**src/rtl/udp_tx_arbiter.sv**
```systemverilog
// Round-robin arbiter sharing the UDP core's single transmit port among N packet
// sources: forwards one request, routes the acknowledge back, then passes the burst.
module udp_tx_arbiter #(
    parameter int unsigned N       = 2,
    parameter int unsigned TIMEOUT = 1024
) (
    input  logic              clk,
    input  logic              rst,
    input  logic [N-1:0]      s_w_req,
    output logic [N-1:0]      s_w_ack,
    input  logic [N-1:0]      s_w_enable,
    input  logic [32*N-1:0]   s_w_data,
    output logic              m_w_req,
    input  logic              m_w_ack,
    output logic              m_w_enable,
    output logic [31:0]       m_w_data,
    output logic [2:0]        grant_id,
    output logic              busy,
    output logic [15:0]       timeout_cnt
);
    localparam int unsigned DW = 32;
    localparam int unsigned GW = 3;
    localparam int unsigned CW = $clog2(TIMEOUT);
    localparam int unsigned TW = 16;

    typedef enum logic [2:0] {
        IDLE    = 3'd0,
        REQ     = 3'd1,
        WAIT_EN = 3'd2,
        PASS    = 3'd3,
        GAP     = 3'd4
    } state_t;

    state_t          state;
    state_t          state_nxt;
    logic [GW-1:0]   last;
    logic [CW-1:0]   wait_cnt;
    logic            wait_done;
    logic            sel_req;
    logic            sel_en;
    logic [DW-1:0]   sel_data;
    logic [GW-1:0]   rr_pick;
    logic            rr_found;
    logic            fwd;

    // Signals of the currently granted source
    always_comb begin
        sel_req  = 1'b0;
        sel_en   = 1'b0;
        sel_data = '0;
        for (int i = 0; i < N; i++) begin
            if (grant_id == GW'(i)) begin
                sel_req  = s_w_req[i];
                sel_en   = s_w_enable[i];
                sel_data = s_w_data[DW*i +: DW];
            end
        end
    end

    // First requester after the last released source, wrapping modulo N
    always_comb begin
        rr_pick  = last;
        rr_found = 1'b0;
        for (int k = 1; k <= N; k++) begin
            if (!rr_found && s_w_req[(int'(last) + k) % N]) begin
                rr_found = 1'b1;
                rr_pick  = GW'((int'(last) + k) % N);
            end
        end
    end

    assign wait_done = (wait_cnt == CW'(TIMEOUT - 1));
    assign fwd       = (state == WAIT_EN) || (state == PASS);

    always_ff @(posedge clk) begin
        if (rst) begin
            state <= IDLE;
        end else begin
            state <= state_nxt;
        end
    end

    always_comb begin
        state_nxt = state;
        unique case (state)
            IDLE:    if (rr_found) state_nxt = REQ;
            // Acknowledge wins over a same-cycle withdrawal
            REQ:     if (m_w_ack) state_nxt = WAIT_EN;
                     else if (!sel_req) state_nxt = IDLE;
            WAIT_EN: if (sel_en) state_nxt = PASS;
                     else if (wait_done) state_nxt = GAP;
            PASS:    if (!sel_en) state_nxt = GAP;
            GAP:     state_nxt = IDLE;
            default: state_nxt = IDLE;
        endcase
    end

    always_comb begin
        m_w_req = (state == REQ);
        busy    = (state != IDLE);
        s_w_ack = '0;
        if (state == REQ) begin
            for (int i = 0; i < N; i++) begin
                if (grant_id == GW'(i)) s_w_ack[i] = m_w_ack;
            end
        end
    end

    always_ff @(posedge clk) begin
        if (rst) begin
            last        <= GW'(N - 1);
            grant_id    <= '0;
            wait_cnt    <= '0;
            timeout_cnt <= '0;
        end else begin
            if (state == IDLE && rr_found) grant_id <= rr_pick;
            if (state == GAP) last <= grant_id;
            if (state == WAIT_EN) wait_cnt <= wait_cnt + CW'(1);
            else wait_cnt <= '0;
            if (state == WAIT_EN && !sel_en && wait_done && timeout_cnt != {TW{1'b1}})
                timeout_cnt <= timeout_cnt + TW'(1);
        end
    end

    // One-cycle registered word path from the granted source
    always_ff @(posedge clk) begin
        if (rst) begin
            m_w_enable <= 1'b0;
            m_w_data   <= '0;
        end else begin
            m_w_enable <= fwd && sel_en;
            m_w_data   <= fwd ? sel_data : '0;
        end
    end
endmodule

```
**config.mk**
```make
export PLATFORM = sky130hd
export DESIGN_NAME = udp_tx_arbiter
export DESIGN_NICKNAME = d
export VERILOG_FILES = /design/src/rtl/udp_tx_arbiter.sv
export SDC_FILE = /design/constraint.sdc
export NUM_CORES = 1
export LEC_CHECK = 0
export BUFFER_PORTS_ARGS = -buffer_cell sky130_fd_sc_hd__buf_2
export CORE_MARGIN = 2
export CORE_UTILIZATION = 49
export DETAILED_ROUTE_END_ITERATION = 6
export GPL_TIMING_DRIVEN = 1
export PLACE_DENSITY_LB_ADDON = 0.08
export SLEW_MARGIN = 15
export SYNTH_ARGS = -nofsm -noshare
export SYNTH_HDL_FRONTEND = slang
export SYNTH_SLANG_ARGS = --single-unit
```
**constraint.sdc**
```tcl
create_clock -name clk -period 3.6 [get_ports clk]
set_input_delay 0.18 -clock clk [delete_from_list [all_inputs] [get_ports clk]]
set_output_delay 0.18 -clock clk [all_outputs]
set_load 0.02 [all_outputs]
```
-- Word-level counts from Yosys, hierarchy flattened
Index checks and enable logic that the tools add are counted.
- add/subtract/negate cells: 4
- order comparisons: 2
- equality and inequality tests: 11
- muxes and demuxes: 24
- bitwise gates (word level): 2
- reduce and logical (&&, ||, !) cells: 15
- operators with widths (operator ; count):
    two-way mux 32 bit ; 2
    two-way mux 3 bit ; 8
    adder 16 x 1 -> 16 bit (second input constant) ; 1
    inequality test 16 bit (second input constant) ; 1
    two-way mux 1 bit ; 12
    one-hot mux 3 bit (4 select lines) ; 1
    adder 10 x 1 -> 10 bit (second input constant) ; 1
    == test 10 bit (second input constant) ; 1
    == test 3 x 1 -> 1 bit (second input constant) ; 2
    == test 3 x 2 -> 1 bit (second input constant) ; 2
    logical AND 1 bit ; 6
    logical NOT 3 bit ; 2
    inequality test 3 bit (second input constant) ; 2
    less-than comparator 1 x 2 -> 1 bit (second input constant) ; 2
    inequality test 2 bit (second input constant) ; 2
    AND reduction 4 bit ; 1
    OR reduction 2 bit ; 2
    == test 3 bit (second input constant) ; 1
    nonzero test 3 bit ; 1
    adder 1 bit (second input constant) ; 2
    logical NOT 1 bit ; 2
    two-way mux 2 bit ; 1
    inverter 1 bit ; 2
    logical OR 1 bit ; 1
- bits in registers: 68
- input port bits: 71
- output and inout bits: 56
- word-level logic and storage cells: 65

-- Depth between registers and ports, before layout
Gate-level depths: netlist of run 1.
- word-level depth: 9
- depth in mapped cells: 7
- depth with buffers taken out: 6

-- Worst setup path before layout of run 1
Ideal clock, no wire load.
- path type: register -> register
- start: register grant_id[0]
- end: register timeout_cnt[9]
- setup time: 70 ps
- arrival: 2115 ps
- data required time: 3530 ps
- path slack: 1414 ps
- stages on the path, launching flop included: 6
- path buffers: 0
- clock period less this slack: 2186 ps
- cells stage by stage: dfxtp_1 > mux2_4 > a2111oi_4 > nand3_4 > or4_1 > a21oi_1
- word-level cells in the longest chain between the ends: 7
- elaborated cells between the ends (all ways): 8
- ends and longest elaborated chain (item ; RTL line ; RTL):
    start: declaration ; 17 ; output logic [2:0] grant_id,
    start signal: assignment ; 116 ; if (state == IDLE && rr_found) grant_id <= rr_pick;
    logical NOT 3 bit ; 52 ; if (grant_id == GW'(i)) begin
    two-way mux 1 bit ; 52 ;
    two-way mux 1 bit (*) ; 52 ;
    logical NOT 1 bit (*) ; 120 ; if (state == WAIT_EN && !sel_en && wait_done && timeout_cnt != {TW{1'b1}})
    logical AND 1 bit (*) (3 in a row) ; 120 ;
    end signal: assignment ; 121 ; timeout_cnt <= timeout_cnt + TW'(1);
    end: declaration ; 19 ; output logic [15:0] timeout_cnt
Every way passes the cells marked *; elsewhere a longest branch is shown, timed or not.
A chain may end at the register's enable or synchronous reset.

-- Worst setup path in the final report of run 1
Ends and elaborated chain as after synthesis.

==> results of run 1 <==
[cells by family (layout without fill, tap and decap cells)]
group / Yosys count / in the layout
adder cells (fa/ha/maj): 2 / 2
AO/OA/AOI/OAI: 59 / 59
buffers and inverters: 21 / 148
XOR/XNOR: 14 / 14
flip-flops: 66 / 66
AND/OR/NAND/NOR: 123 / 123
multiplexers: 4 / 4
[layer usage]
| metal | up-vias | GRT usage, % | routed length [µm] |
|---|---|---|---|
| met2 | 90 | 35.8 | 3010 |
| li1 | 1281 | - | - |
| met4 | 0 | 9.64 | 129 |
| met3 | 13 | 9.30 | 536 |
| met5 | - | 0 | 0 |
| met1 | 1146 | 24.1 | 2480 |
[placed cells by master (no fill, tap or decap), types with 2 or more instances in the layout]
cell	instances
sky130_fd_sc_hd__xnor2_1	5
sky130_fd_sc_hd__clkbuf_1	2
sky130_fd_sc_hd__o21a_1	2
sky130_fd_sc_hd__nor2b_1	5
sky130_fd_sc_hd__or3_1	3
sky130_fd_sc_hd__nand3_1	10
sky130_fd_sc_hd__a22oi_1	32
sky130_fd_sc_hd__and3_1	3
sky130_fd_sc_hd__nor3_1	5
sky130_fd_sc_hd__inv_1	6
sky130_fd_sc_hd__o21ai_0	4
sky130_fd_sc_hd__and2_1	2
sky130_fd_sc_hd__nand4_1	10
sky130_fd_sc_hd__mux2_2	2
sky130_fd_sc_hd__dfxtp_1	66
sky130_fd_sc_hd__or4_1	5
sky130_fd_sc_hd__nand2_1	11
sky130_fd_sc_hd__o31ai_1	4
sky130_fd_sc_hd__nor3b_1	2
sky130_fd_sc_hd__a21oi_1	11
sky130_fd_sc_hd__xor2_1	9
sky130_fd_sc_hd__buf_2	126
sky130_fd_sc_hd__clkinv_2	2
sky130_fd_sc_hd__clkbuf_8	10
sky130_fd_sc_hd__or3_2	3
sky130_fd_sc_hd__ha_1	2
sky130_fd_sc_hd__a32oi_1	2
sky130_fd_sc_hd__nor2_1	57
[worst paths after layout]
kind	from	end	slack, ns	cells after the start
min	s_w_data[44]	m_w_data[12]	0.08	3
max	grant_id[0]	timeout_cnt[9]	1.22	5
min reg2reg	wait_cnt[0]	wait_cnt[0]	0.47	1
max reg2reg	grant_id[0]	timeout_cnt[9]	1.22	5
[sequential cells by signal, summed over array words and instances (netlist names)]
name / cells
m_w_data: 32
last: 1
wait_cnt: 10
m_w_enable: 1
state: 3
timeout_cnt: 16
grant_id: 3
[metrics by stage]
stage / power, W / setup WS, ns / instance area, µm²
2_1_floorplan: 0.000901 / 1.41 / 2650
3_3_place_gp: 0.000977 / 1.31 / 3320
3_5_place_dp: 0.000980 / 1.25 / 3320
4_1_cts: 0.00157 / 1.22 / 3500
5_1_grt: 0.00162 / 1.08 / 3500
6_report: 0.00155 / 1.22 / 3500
[area by class of cell]
class	count	area (µm²)
fillers	422	1670
flip-flops and latches	66	1320
multi-input cells	202	1250
repair buffers	127	638
clock buffers	12	145
well taps	70	87.6
clock inverters	3	40.0
inverters	6	22.5
[power by group through the flow]
stage / clock, W / combinational [W] / sequential (W)
2_1_floorplan: 0 / 0.000103 / 0.000798
3_3_place_gp: 0 / 0.000198 / 0.000778
3_5_place_dp: 0 / 0.000201 / 0.000779
4_1_cts: 0.000602 / 0.000202 / 0.000763
5_1_grt: 0.000629 / 0.000227 / 0.000765
6_report: 0.000587 / 0.000200 / 0.000763
[worst max-delay path: stages, from the launching register on]
cell,delay (ns)
sky130_fd_sc_hd__dfxtp_1,0.47
sky130_fd_sc_hd__mux2_4,0.35
sky130_fd_sc_hd__a2111oi_4,0.54
sky130_fd_sc_hd__nand3_4,0.27
sky130_fd_sc_hd__or4_1,0.52
sky130_fd_sc_hd__a21oi_1,0.14
==> reports/summary.json, run 1 <==
{
  "synth_top_family_by_area": {"value": "simple AND/OR/NAND/NOR gates"},
  "leakagePower": {"value": 1.59, "unit": "nW"},
  "pwr_density_cell": {"value": 443, "unit": "nW/µm²"},
  "net-switching-power": {"value": 0.000381, "unit": "W"},
  "synth_edf_count": {"value": 0},
  "yosys.area_share.adder": {"value": 0.945, "unit": "%"},
  "maxSlewHeadroom": {"value": 60.9, "unit": "%"},
  "grt_remaining_overflow": {"value": 0},
  "vias_per_cell": {"value": 5.21},
  "fin_cells": {"value": 486},
  "cell_taking_the_most_area_after_synthesis": {"value": "sky130_fd_sc_hd__dfxtp_1"},
  "drt_drc_violations_left": {"value": 0},
  "place_inst": {"value": 471},
  "yosysSeqAreaShare": {"value": 49.9, "unit": "%"},
  "critical_path_peak_fanout": {"value": 17},
  "cp-end-kind": {"value": "flip-flop"},
  "initial_core_util": {"value": 51.2, "unit": "%"},
  "outcome": {"value": "finished clean"},
  "number_of_distinct_library_cells_after_synthesis": {"value": 38},
  "power_frac_comb": {"value": 12.9, "unit": "%"},
  "clock-sinks": {"value": 66},
  "final_net_count": {"value": 485},
  "post_synthesis_simple_gate_area_fraction": {"value": 23.2, "unit": "%"},
  "tritoncts_clock_tree": {"value": "built"},
  "post_synth_xor_area_fraction": {"value": 4.63, "unit": "%"},
  "postSynthNetCount": {"value": 362},
  "synth-compound-area-share": {"value": 16.2, "unit": "%"},
  "post-cts-setup-buffers": {"value": 0},
  "number_of_vias_after_detailed_routing": {"value": 2530},
  "tritoncts.num_buffers": {"value": 9},
  "synth_flop_cell": {"value": "sky130_fd_sc_hd__dfxtp_1"},
  "totalWireLength": {"value": 6.16, "unit": "mm"},
  "cts-htree-levels": {"value": 3},
  "yosysTopAreaCellShare": {"value": 49.9, "unit": "%"},
  "vdd.ir_drop.worst": {"value": 0.323, "unit": "mV"},
  "drt_first_pass_iters": {"value": 4},
  "cts-hold-fix-buffers": {"value": 0},
  "yosys.cell_count.top_type": {"value": "sky130_fd_sc_hd__dfxtp_1"},
  "asyncSetResetFlopFracSynth": {"value": 0, "unit": "%"},
  "unrepaired_setup_endpoints_after_global_routing": {"value": "false"},
  "wire_per_inst": {"value": 12.7, "unit": "µm"},
  "final.hold.worst_slack": {"value": 0.0785, "unit": "ns"},
  "grt_antenna_before_repair": {"value": 0},
  "synthCells": {"value": 289},
  "final-setup-viol-count": {"value": 0},
  "clock_latency_late_sink": {"value": 0.33, "unit": "ns"},
  "final.period_utilization": {"value": 66.0, "unit": "%"},
  "maximum_clock_path_buffer_count": {"value": 2},
  "synthesis.area": {"value": 2650, "unit": "µm²"},
  "setup.worst_path.start_class": {"value": "flip-flop"},
  "timing.final.max_slew_violations": {"value": 0},
  "antenna-diode-count": {"value": 0},
  "synthTopCellsByArea": {"value": "sky130_fd_sc_hd__dfxtp_1 (50%), sky130_fd_sc_hd__a22oi_1 (9.1%), sky130_fd_sc_hd__nor2_1 (8.1%)"},
  "synth_common_cells": {"value": "sky130_fd_sc_hd__dfxtp_1 (66), sky130_fd_sc_hd__nor2_1 (57), sky130_fd_sc_hd__a22oi_1 (32)"},
  "post_drt_antenna_nets": {"value": 0},
  "cts-root-buf": {"value": "sky130_fd_sc_hd__clkbuf_8"},
  "layout_min_cycle_time": {"value": 2.38, "unit": "ns"},
  "yosys_warnings": {"value": 0},
  "grt_first_pass_wirelength": {"value": 10.3, "unit": "mm"},
  "die_height": {"value": 77.5, "unit": "µm"},
  "postCtsResizedCells": {"value": 0},
  "post_synth_mux_area_share": {"value": 1.79, "unit": "%"},
  "pin_count_of_the_biggest_net_entering_global_routing": {"value": 37},
  "holdCritPathClass": {"value": "in2reg"},
  "ios": {"value": 127},
  "worst_ep_required_time": {"value": 3.86, "unit": "ns"},
  "first_global_vias": {"value": 2311},
  "fin_tns_setup": {"value": 0, "unit": "ns"},
  "worstMarginPinSlew": {"value": 0.587, "unit": "ns"},
  "globalplace.congestion": {"value": 0.757},
  "synthesis.area_per_instance": {"value": 9.17, "unit": "µm²"},
  "skew_final": {"value": 0.00700, "unit": "ns"},
  "placement.io_buffers": {"value": 126},
  "clock_power_share": {"value": 37.9, "unit": "%"},
  "timing_worst_setup_path_type": {"value": "reg2reg"},
  "pwr-share-seq": {"value": 49.2, "unit": "%"},
  "std_cell_rows": {"value": 26},
  "finalHoldViolations": {"value": 0},
  "sw_frac_of_total": {"value": 24.6, "unit": "%"},
  "fraction_of_layout_instances_using_a_drive_strength_above_1": {"value": 36.8, "unit": "%"},
  "die_area": {"value": 6010, "unit": "µm²"},
  "drv_cap": {"value": 0},
  "final_core_util": {"value": 67.7, "unit": "%"},
  "flow.area_growth_from_synthesis": {"value": 32.2, "unit": "%"},
  "die_x": {"value": 77.5, "unit": "µm"},
  "synth_seq_cells": {"value": 66},
  "dp.final_hpwl": {"value": 4.55, "unit": "mm"},
  "placeableCoreArea": {"value": 5170, "unit": "µm²"},
  "track_usage": {"value": 21.6, "unit": "%"},
  "dr.first_iter.drc_count": {"value": 98},
  "power_report.internal_total": {"value": 0.00117, "unit": "W"},
  "clkTransAtPathRegs": {"value": 0.07, "unit": "ns"},
  "timing.fmax": {"value": 0.421, "unit": "GHz"},
  "worst_ep_arrival_time": {"value": 2.64, "unit": "ns"}
}
Note: power is estimated with default switching activity, not from simulation.
==> inputs of run 2 (changes only) <==
--- a/config.mk
+++ b/config.mk
@@ -7,7 +7,7 @@
 export LEC_CHECK = 0
 export BUFFER_PORTS_ARGS = -buffer_cell sky130_fd_sc_hd__buf_2
 export CORE_MARGIN = 2
-export CORE_UTILIZATION = 49
+export CORE_UTILIZATION = 46
 export DETAILED_ROUTE_END_ITERATION = 6
 export GPL_TIMING_DRIVEN = 1
 export PLACE_DENSITY_LB_ADDON = 0.08
==> constraint.sdc (replaced) <==
create_clock -name clk -period 2.2 [get_ports clk]
set_input_delay 0.11 -clock clk [delete_from_list [all_inputs] [get_ports clk]]
set_output_delay 0.11 -clock clk [all_outputs]
set_load 0.02 [all_outputs]
==> run 2 against run 1 <==
Wire length up 8.3%. Critical path depth unchanged. Critical path type unchanged. Via count up 3.1%. Highest routed layer unchanged.
==> reports/summary.json, run 2 (synthesis results as in run 1) <==
{
  "outcome": {"value": "finished clean", "change": "unchanged"},
  "mostFrequentLayoutCell": {"value": "sky130_fd_sc_hd__buf_2", "change": "unchanged"},
  "fin_cells": {"value": 511, "change": "was 486"},
  "leakagePower": {"value": 1.69, "unit": "nW", "change": "was 1.59 nW"},
  "global_route.usage.met1": {"value": 26.8, "unit": "%", "change": "was 24.1%"},
  "tritoncts.num_buffers": {"value": 9, "change": "unchanged"},
  "clock_latency_late_sink": {"value": 0.34, "unit": "ns", "change": "was 0.33 ns"},
  "die_x": {"value": 79.9, "unit": "µm", "change": "was 77.5 µm"},
  "track_usage": {"value": 21.7, "unit": "%", "change": "was 21.6%"},
  "clock-sinks": {"value": 66, "change": "unchanged"},
  "drv_cap": {"value": 0, "change": "unchanged"},
  "final-setup-viol-count": {"value": 0, "change": "unchanged"},
  "fraction_of_layout_instances_using_a_drive_strength_above_1": {"value": 37.6, "unit": "%", "change": "was 36.8%"},
  "final.hold.worst_slack": {"value": 0.00386, "unit": "ns", "change": "was 0.0785 ns"},
  "setup.worst_path.start_class": {"value": "flip-flop", "change": "unchanged"},
  "worstHoldPathCells": {"value": 3, "change": "unchanged"},
  "pwr-share-seq": {"value": 48.0, "unit": "%", "change": "was 49.2%"},
  "globalplace.congestion": {"value": 0.740, "change": "was 0.757"},
  "net-switching-power": {"value": 0.000662, "unit": "W", "change": "was 0.000381 W"},
  "ios": {"value": 127, "change": "unchanged"},
  "pin_count_of_the_biggest_net_entering_global_routing": {"value": 36, "change": "was 37"},
  "skew_final": {"value": 0.00903, "unit": "ns", "change": "was 0.00700 ns"},
  "power_frac_comb": {"value": 13.6, "unit": "%", "change": "was 12.9%"},
  "cp-end-kind": {"value": "flip-flop", "change": "unchanged"},
  "vias_per_cell": {"value": 5.11, "change": "was 5.21"},
  "worstMarginPinSlew": {"value": 0.518, "unit": "ns", "change": "was 0.587 ns"},
  "timing_worst_setup_path_type": {"value": "reg2reg", "change": "unchanged"},
  "worstRegToRegCells": {"value": 5, "change": "unchanged"},
  "antenna-diode-count": {"value": 0, "change": "unchanged"},
  "grt_most_used_layer": {"value": "met2", "change": "unchanged"},
  "gr-usage-met2": {"value": 34.4, "unit": "%", "change": "was 35.8%"},
  "top_register": {"value": "m_w_data", "change": "unchanged"},
  "maximum_clock_path_buffer_count": {"value": 2, "change": "unchanged"},
  "post_drt_antenna_nets": {"value": 0, "change": "unchanged"},
  "number_of_vias_after_detailed_routing": {"value": 2609, "change": "was 2530"},
  "pwr_density_cell": {"value": 701, "unit": "nW/µm²", "change": "was 443 nW/µm²"},
  "place_inst": {"value": 481, "change": "was 471"},
  "die_area": {"value": 6380, "unit": "µm²", "change": "was 6010 µm²"},
  "finalHoldViolations": {"value": 0, "change": "unchanged"},
  "final_net_count": {"value": 507, "change": "was 485"},
  "totalWireLength": {"value": 6.67, "unit": "mm", "change": "was 6.16 mm"},
  "dp.final_hpwl": {"value": 4.72, "unit": "mm", "change": "was 4.55 mm"},
  "layout_top_registers": {"value": "m_w_data: 32 flops, timeout_cnt: 16 flops, wait_cnt: 10 flops", "change": "unchanged"},
  "cts-htree-levels": {"value": 3, "change": "unchanged"},
  "vdd.ir_drop.worst": {"value": 0.399, "unit": "mV", "change": "was 0.323 mV"},
  "clkTransAtPathRegs": {"value": 0.08, "unit": "ns", "change": "was 0.07 ns"},
  "hp-start": {"value": "s_w_data[42]", "change": "was s_w_data[44]"},
  "placement.io_buffers": {"value": 126, "change": "unchanged"},
  "worst_ep_arrival_time": {"value": 2.30, "unit": "ns", "change": "was 2.64 ns"},
  "flow.area_growth_from_synthesis": {"value": 39.9, "unit": "%", "change": "was 32.2%"},
  "n_fill_cell": {"value": 470, "change": "was 422"},
  "most-common-layout-cells": {"value": "sky130_fd_sc_hd__buf_2 (126), sky130_fd_sc_hd__dfxtp_1 (66), sky130_fd_sc_hd__nor2_1 (57)", "change": "unchanged"},
  "maxSlewHeadroom": {"value": 65.4, "unit": "%", "change": "was 60.9%"},
  "sw_frac_of_total": {"value": 25.5, "unit": "%", "change": "was 24.6%"},
  "drt_drc_violations_left": {"value": 0, "change": "unchanged"},
  "largest_register_ff_count": {"value": 32, "change": "unchanged"},
  "fin_tns_setup": {"value": 0, "unit": "ns", "change": "unchanged"},
  "drt_first_pass_iters": {"value": 4, "change": "unchanged"},
  "total_power": {"value": 0.00260, "unit": "W", "change": "was 0.00155 W"},
  "std_cell_rows": {"value": 27, "change": "was 26"},
  "grt_remaining_overflow": {"value": 0, "change": "unchanged"},
  "worst_ep_required_time": {"value": 2.46, "unit": "ns", "change": "was 3.86 ns"},
  "grt_antenna_before_repair": {"value": 0, "change": "unchanged"},
  "power_report.internal_total": {"value": 0.00194, "unit": "W", "change": "was 0.00117 W"},
  "timing.rr.start": {"value": "grant_id[0]", "change": "unchanged"},
  "clock_power_share": {"value": 38.5, "unit": "%", "change": "was 37.9%"},
  "die_height": {"value": 79.9, "unit": "µm", "change": "was 77.5 µm"},
  "placeableCoreArea": {"value": 5540, "unit": "µm²", "change": "was 5170 µm²"},
  "wire_per_inst": {"value": 13.1, "unit": "µm", "change": "was 12.7 µm"},
  "grt_first_pass_wirelength": {"value": 10.8, "unit": "mm", "change": "was 10.3 mm"},
  "first_global_vias": {"value": 2382, "change": "was 2311"},
  "layout_min_cycle_time": {"value": 2.04, "unit": "ns", "change": "was 2.38 ns"},
  "timing.final.max_slew_violations": {"value": 0, "change": "unchanged"},
  "tritoncts_clock_tree": {"value": "built", "change": "unchanged"},
  "initial_core_util": {"value": 47.8, "unit": "%", "change": "was 51.2%"},
  "final_core_util": {"value": 66.9, "unit": "%", "change": "was 67.7%"},
  "unrepaired_setup_endpoints_after_global_routing": {"value": "false", "change": "unchanged"},
  "grtUsageMet3": {"value": 7.35, "unit": "%", "change": "was 9.30%"},
  "cts-root-buf": {"value": "sky130_fd_sc_hd__clkbuf_8", "change": "unchanged"},
  "timing.fmax": {"value": 0.489, "unit": "GHz", "change": "was 0.421 GHz"},
  "worstSetupStartpoint": {"value": "grant_id[0]", "change": "unchanged"},
  "critical_path_peak_fanout": {"value": 16, "change": "was 17"},
  "final.period_utilization": {"value": 92.9, "unit": "%", "change": "was 66.0%"},
  "dr.first_iter.drc_count": {"value": 94, "change": "was 98"},
  "holdCritPathClass": {"value": "in2reg", "change": "unchanged"}
}
## run 2: cell type report
class	instances	area (µm²)	share of cell area, %
clock buffer	11	141	3.82
clock inverter	5	53.8	1.45
inverter	6	22.5	0.608
multi-input combinational	202	1250	33.6
sequential	66	1320	35.7
tap	72	90.1	2.43
timing repair buffer	149	831	22.4
## run 2: worst paths after layout
kind	end	slack, ns
setup / recovery	timeout_cnt[8]	0.16
hold / removal	m_w_data[10]	0.004
setup reg to reg	timeout_cnt[8]	0.16
hold reg to reg	wait_cnt[0]	0.46
## run 2: what timing repair did
item,CTS,global route
hold endpoints to repair,11,0
resized for setup,0,0
setup endpoints to repair,0,3
buffers inserted,0,3
hold buffers,11,0
## run 2: power groups by stage
| stage | registers [W] | clock network (W) | logic (W) |
|---|---|---|---|
| 2_1_floorplan | 0.00131 | 0 | 0.000169 |
| 3_3_place_gp | 0.00127 | 0 | 0.000336 |
| 3_5_place_dp | 0.00127 | 0 | 0.000338 |
| 4_1_cts | 0.00125 | 0.00102 | 0.000353 |
| 5_1_grt | 0.00125 | 0.00107 | 0.000390 |
| 6_report | 0.00125 | 0.000999 | 0.000352 |
## run 2: per-layer routing
layer  share of wire [%]  routed length, µm  vias to the layer above
met4                 1.6                108                        0
met2                  48               3240                      101
met3                 8.0                534                       10
met5                   0                  0                        -
li1                    -                  -                     1320
met1                  42               2790                     1178
## run 2: critical path: stages, from the launching register on
cell and delay [ns]:
sky130_fd_sc_hd__dfxtp_1 0.35, sky130_fd_sc_hd__mux2_4 0.33, sky130_fd_sc_hd__a2111oi_4 0.43, sky130_fd_sc_hd__nand3_4 0.20, sky130_fd_sc_hd__or3_2 0.49, sky130_fd_sc_hd__a21oi_1 0.16
## run 2: stage by stage
stage                     setup slack, ns  area [µm²]
after floorplan                    0.0143        2650
final                               0.157        3710
after global routing               0.0324        3710
after CTS                           0.111        3680
after global placement              0.173        3380
after detailed placement            0.126        3380
==> inputs of run 3 (changes only) <==
--- a/config.mk
+++ b/config.mk
@@ -7,7 +7,8 @@
 export LEC_CHECK = 0
 export BUFFER_PORTS_ARGS = -buffer_cell sky130_fd_sc_hd__buf_2
 export CORE_MARGIN = 2
-export CORE_UTILIZATION = 46
+export CORE_UTILIZATION = 48
+export CTS_BUF_LIST = sky130_fd_sc_hd__clkbuf_2 sky130_fd_sc_hd__clkbuf_4 sky130_fd_sc_hd__clkbuf_8
 export DETAILED_ROUTE_END_ITERATION = 6
 export GPL_TIMING_DRIVEN = 1
 export PLACE_DENSITY_LB_ADDON = 0.08
==> run 3 against run 2 <==
Hold slack gained 0.0072 ns. Largest power group unchanged. Wire length shrank 3.3%. Via count decreased by 0.77%. Register-to-register slack barely moved. Count of clock-buffer cells in the layout is 1 lower. Non-clock buffer count down 3. Flip-flop and latch count unchanged. Global-route usage increased by 0.21 points.
==> reports/summary.json, run 3 (synthesis results as in run 1) <==
{
  "outcome": {"value": "finished clean", "change": "unchanged"},
  "final.period_utilization": {"value": 93.3, "unit": "%", "change": "was 92.9%"},
  "post-cts-setup-buffers": {"value": 0, "change": "unchanged"},
  "holdCritPathClass": {"value": "in2reg", "change": "unchanged"},
  "wire_per_inst": {"value": 12.7, "unit": "µm", "change": "was 13.1 µm"},
  "die_height": {"value": 78.3, "unit": "µm", "change": "was 79.9 µm"},
  "number_of_vias_after_detailed_routing": {"value": 2589, "change": "was 2609"},
  "critical_path_peak_fanout": {"value": 17, "change": "was 16"},
  "tritoncts_clock_tree": {"value": "built", "change": "unchanged"},
  "layout_min_cycle_time": {"value": 2.05, "unit": "ns", "change": "was 2.04 ns"},
  "tritoncts.num_buffers": {"value": 9, "change": "unchanged"},
  "drt_drc_violations_left": {"value": 0, "change": "unchanged"},
  "final-setup-viol-count": {"value": 0, "change": "unchanged"},
  "totalWireLength": {"value": 6.45, "unit": "mm", "change": "was 6.67 mm"},
  "worstMarginPinSlew": {"value": 0.511, "unit": "ns", "change": "was 0.518 ns"},
  "skew_final": {"value": 0.00727, "unit": "ns", "change": "was 0.00903 ns"},
  "critical_path.reg2reg.endpoint": {"value": "timeout_cnt[9]", "change": "was timeout_cnt[8]"},
  "final_net_count": {"value": 504, "change": "was 507"},
  "timing.final.max_slew_violations": {"value": 0, "change": "unchanged"},
  "worst_ep_required_time": {"value": 2.47, "unit": "ns", "change": "was 2.46 ns"},
  "clock_power_share": {"value": 39.1, "unit": "%", "change": "was 38.5%"},
  "setup.worst_path.start_class": {"value": "flip-flop", "change": "unchanged"},
  "maxSlewHeadroom": {"value": 65.7, "unit": "%", "change": "was 65.4%"},
  "unrepaired_setup_endpoints_after_global_routing": {"value": "false", "change": "unchanged"},
  "clock-sinks": {"value": 66, "change": "unchanged"},
  "worst_ep_arrival_time": {"value": 2.32, "unit": "ns", "change": "was 2.30 ns"},
  "timing.fmax": {"value": 0.487, "unit": "GHz", "change": "was 0.489 GHz"},
  "drt_first_pass_iters": {"value": 4, "change": "unchanged"},
  "sw_frac_of_total": {"value": 26.0, "unit": "%", "change": "was 25.5%"},
  "initial_core_util": {"value": 49.0, "unit": "%", "change": "was 47.8%"},
  "timing_worst_setup_path_type": {"value": "reg2reg", "change": "unchanged"},
  "pwr_density_cell": {"value": 710, "unit": "nW/µm²", "change": "was 701 nW/µm²"},
  "fraction_of_layout_instances_using_a_drive_strength_above_1": {"value": 37.4, "unit": "%", "change": "was 37.6%"},
  "vias_per_cell": {"value": 5.10, "change": "was 5.11"},
  "die_area": {"value": 6130, "unit": "µm²", "change": "was 6380 µm²"},
  "worstHoldPathCells": {"value": 3, "change": "unchanged"},
  "cts-htree-levels": {"value": 3, "change": "unchanged"},
  "leakagePower": {"value": 1.68, "unit": "nW", "change": "was 1.69 nW"},
  "drv_cap": {"value": 0, "change": "unchanged"},
  "cp-end-kind": {"value": "flip-flop", "change": "unchanged"},
  "grt_remaining_overflow": {"value": 0, "change": "unchanged"},
  "antenna-diode-count": {"value": 0, "change": "unchanged"},
  "place_inst": {"value": 481, "change": "unchanged"},
  "net-switching-power": {"value": 0.000680, "unit": "W", "change": "was 0.000662 W"},
  "maximum_clock_path_buffer_count": {"value": 2, "change": "unchanged"},
  "finalHoldViolations": {"value": 0, "change": "unchanged"},
  "hold_end": {"value": "m_w_data[28]", "change": "was m_w_data[10]"},
  "power_frac_comb": {"value": 13.4, "unit": "%", "change": "was 13.6%"},
  "top_register": {"value": "m_w_data", "change": "unchanged"},
  "layout_top_registers": {"value": "m_w_data: 32 flops, timeout_cnt: 16 flops, wait_cnt: 10 flops", "change": "unchanged"},
  "pwr-share-seq": {"value": 47.5, "unit": "%", "change": "was 48.0%"},
  "globalplace.congestion": {"value": 0.815, "change": "was 0.740"},
  "grt_first_pass_wirelength": {"value": 10.5, "unit": "mm", "change": "was 10.8 mm"},
  "mostFrequentLayoutCell": {"value": "sky130_fd_sc_hd__buf_2", "change": "unchanged"},
  "worstRegToRegCells": {"value": 5, "change": "unchanged"},
  "fin_cells": {"value": 508, "change": "was 511"},
  "power_report.internal_total": {"value": 0.00194, "unit": "W", "change": "about the same"},
  "fin_tns_setup": {"value": 0, "unit": "ns", "change": "unchanged"},
  "final_core_util": {"value": 68.3, "unit": "%", "change": "was 66.9%"},
  "cts-root-buf": {"value": "sky130_fd_sc_hd__clkbuf_8", "change": "unchanged"},
  "track_usage": {"value": 21.9, "unit": "%", "change": "was 21.7%"},
  "fin_area": {"value": 3690, "unit": "µm²", "change": "was 3710 µm²"},
  "flow.area_growth_from_synthesis": {"value": 39.3, "unit": "%", "change": "was 39.9%"},
  "placeableCoreArea": {"value": 5410, "unit": "µm²", "change": "was 5540 µm²"},
  "most-common-layout-cells": {"value": "sky130_fd_sc_hd__buf_2 (126), sky130_fd_sc_hd__dfxtp_1 (66), sky130_fd_sc_hd__nor2_1 (57)", "change": "unchanged"},
  "placement.io_buffers": {"value": 126, "change": "unchanged"},
  "largest_register_ff_count": {"value": 32, "change": "unchanged"},
  "post_drt_antenna_nets": {"value": 0, "change": "unchanged"},
  "placed_area": {"value": 3380, "unit": "µm²", "change": "unchanged"},
  "grt_antenna_before_repair": {"value": 0, "change": "unchanged"},
  "dp.final_hpwl": {"value": 4.57, "unit": "mm", "change": "was 4.72 mm"},
  "total_power": {"value": 0.00262, "unit": "W", "change": "was 0.00260 W"},
  "worst_path_largest_cell_delay": {"value": 0.51, "unit": "ns", "change": "was 0.49 ns"},
  "crit_path_top_delay_cell": {"value": "sky130_fd_sc_hd__or4_1", "change": "was sky130_fd_sc_hd__or3_2"},
  "clkTransAtPathRegs": {"value": 0.07, "unit": "ns", "change": "was 0.08 ns"},
  "dr.first_iter.drc_count": {"value": 94, "change": "unchanged"},
  "worst-r2r-setup-slack": {"value": 0.15, "unit": "ns", "change": "was 0.16 ns"},
  "clock_latency_late_sink": {"value": 0.34, "unit": "ns", "change": "about the same"},
  "vdd.ir_drop.worst": {"value": 0.590, "unit": "mV", "change": "was 0.399 mV"},
  "die_x": {"value": 78.3, "unit": "µm", "change": "was 79.9 µm"},
  "timing.rr.start": {"value": "grant_id[0]", "change": "unchanged"},
  "std_cell_rows": {"value": 27, "change": "unchanged"},
  "hp-start": {"value": "s_w_data[60]", "change": "was s_w_data[42]"},
  "crit_path_cell_trace": {"value": "mux2_4 -> a2111oi_4 -> nand3_4 -> or4_1 -> a21oi_1", "change": "was mux2_4 -> a2111oi_4 -> nand3_4 -> or3_2 -> a21oi_1"},
  "pin_count_of_the_biggest_net_entering_global_routing": {"value": 36, "change": "unchanged"},
  "first_global_vias": {"value": 2492, "change": "was 2382"},
  "ios": {"value": 127, "change": "unchanged"}
}
## run 3: final cells by class
cell class              instances  area, µm²
inverters                       6       22.5
fillers                       464       1710
well taps                      72       90.1
flip-flops and latches         66       1320
repair buffers                146        808
clock buffers                  10        138
multi-input cells             202       1250
clock inverters                 6       65.1
## run 3: critical path: cells and delay by family (launching register included)
family / cells / cell delay, ns
and+or+nand+nor: 2 / 0.73
DFF: 1 / 0.35
muxes: 1 / 0.32
AOI/OAI and AO/OA: 2 / 0.58
## run 3: power by group through the flow
stage	registers, W	clock network [W]	logic, W
6_report	0.00125	0.00102	0.000352
5_1_grt	0.00125	0.00109	0.000388
4_1_cts	0.00125	0.00105	0.000353
3_5_place_dp	0.00127	0	0.000337
3_3_place_gp	0.00127	0	0.000334
2_1_floorplan	0.00131	0	0.000169
## run 3: timing repair
action,4_1_cts,5_1_grt
hold buffers,11,0
hold endpoints to repair,11,0
endpoints found under the setup margin,0,1
gates resized for setup,0,0
## run 3: how the worst max path moves through the flow
stage | slack (ns) | startpoint | cells past startpoint | end
floorplan | 0.01 | grant_id[0] | 5 | timeout_cnt[9]
global placement | 0.18 | grant_id[0] | 5 | timeout_cnt[9]
detailed placement | 0.16 | grant_id[0] | 5 | timeout_cnt[9]
CTS | 0.13 | grant_id[0] | 5 | timeout_cnt[9]
global route | 0.01 | grant_id[0] | 5 | timeout_cnt[9]
finish | 0.15 | grant_id[0] | 5 | timeout_cnt[9]
## run 3: through the flow
stage	worst slack, ns	hold slack [ns]
CTS	0.133	0.0000428
global route	0.00976	0.00462
detailed placement	0.157	0.352
finish	0.148	0.0110
global placement	0.180	0.343
floorplan	0.0143	0.182
## run 3: metal layers
metal	global-route usage [%]	share of wire, %
met1	23.7	42
met2	38.7	49
met3	7.01	6.8
met4	10.0	1.6
met5	0	0
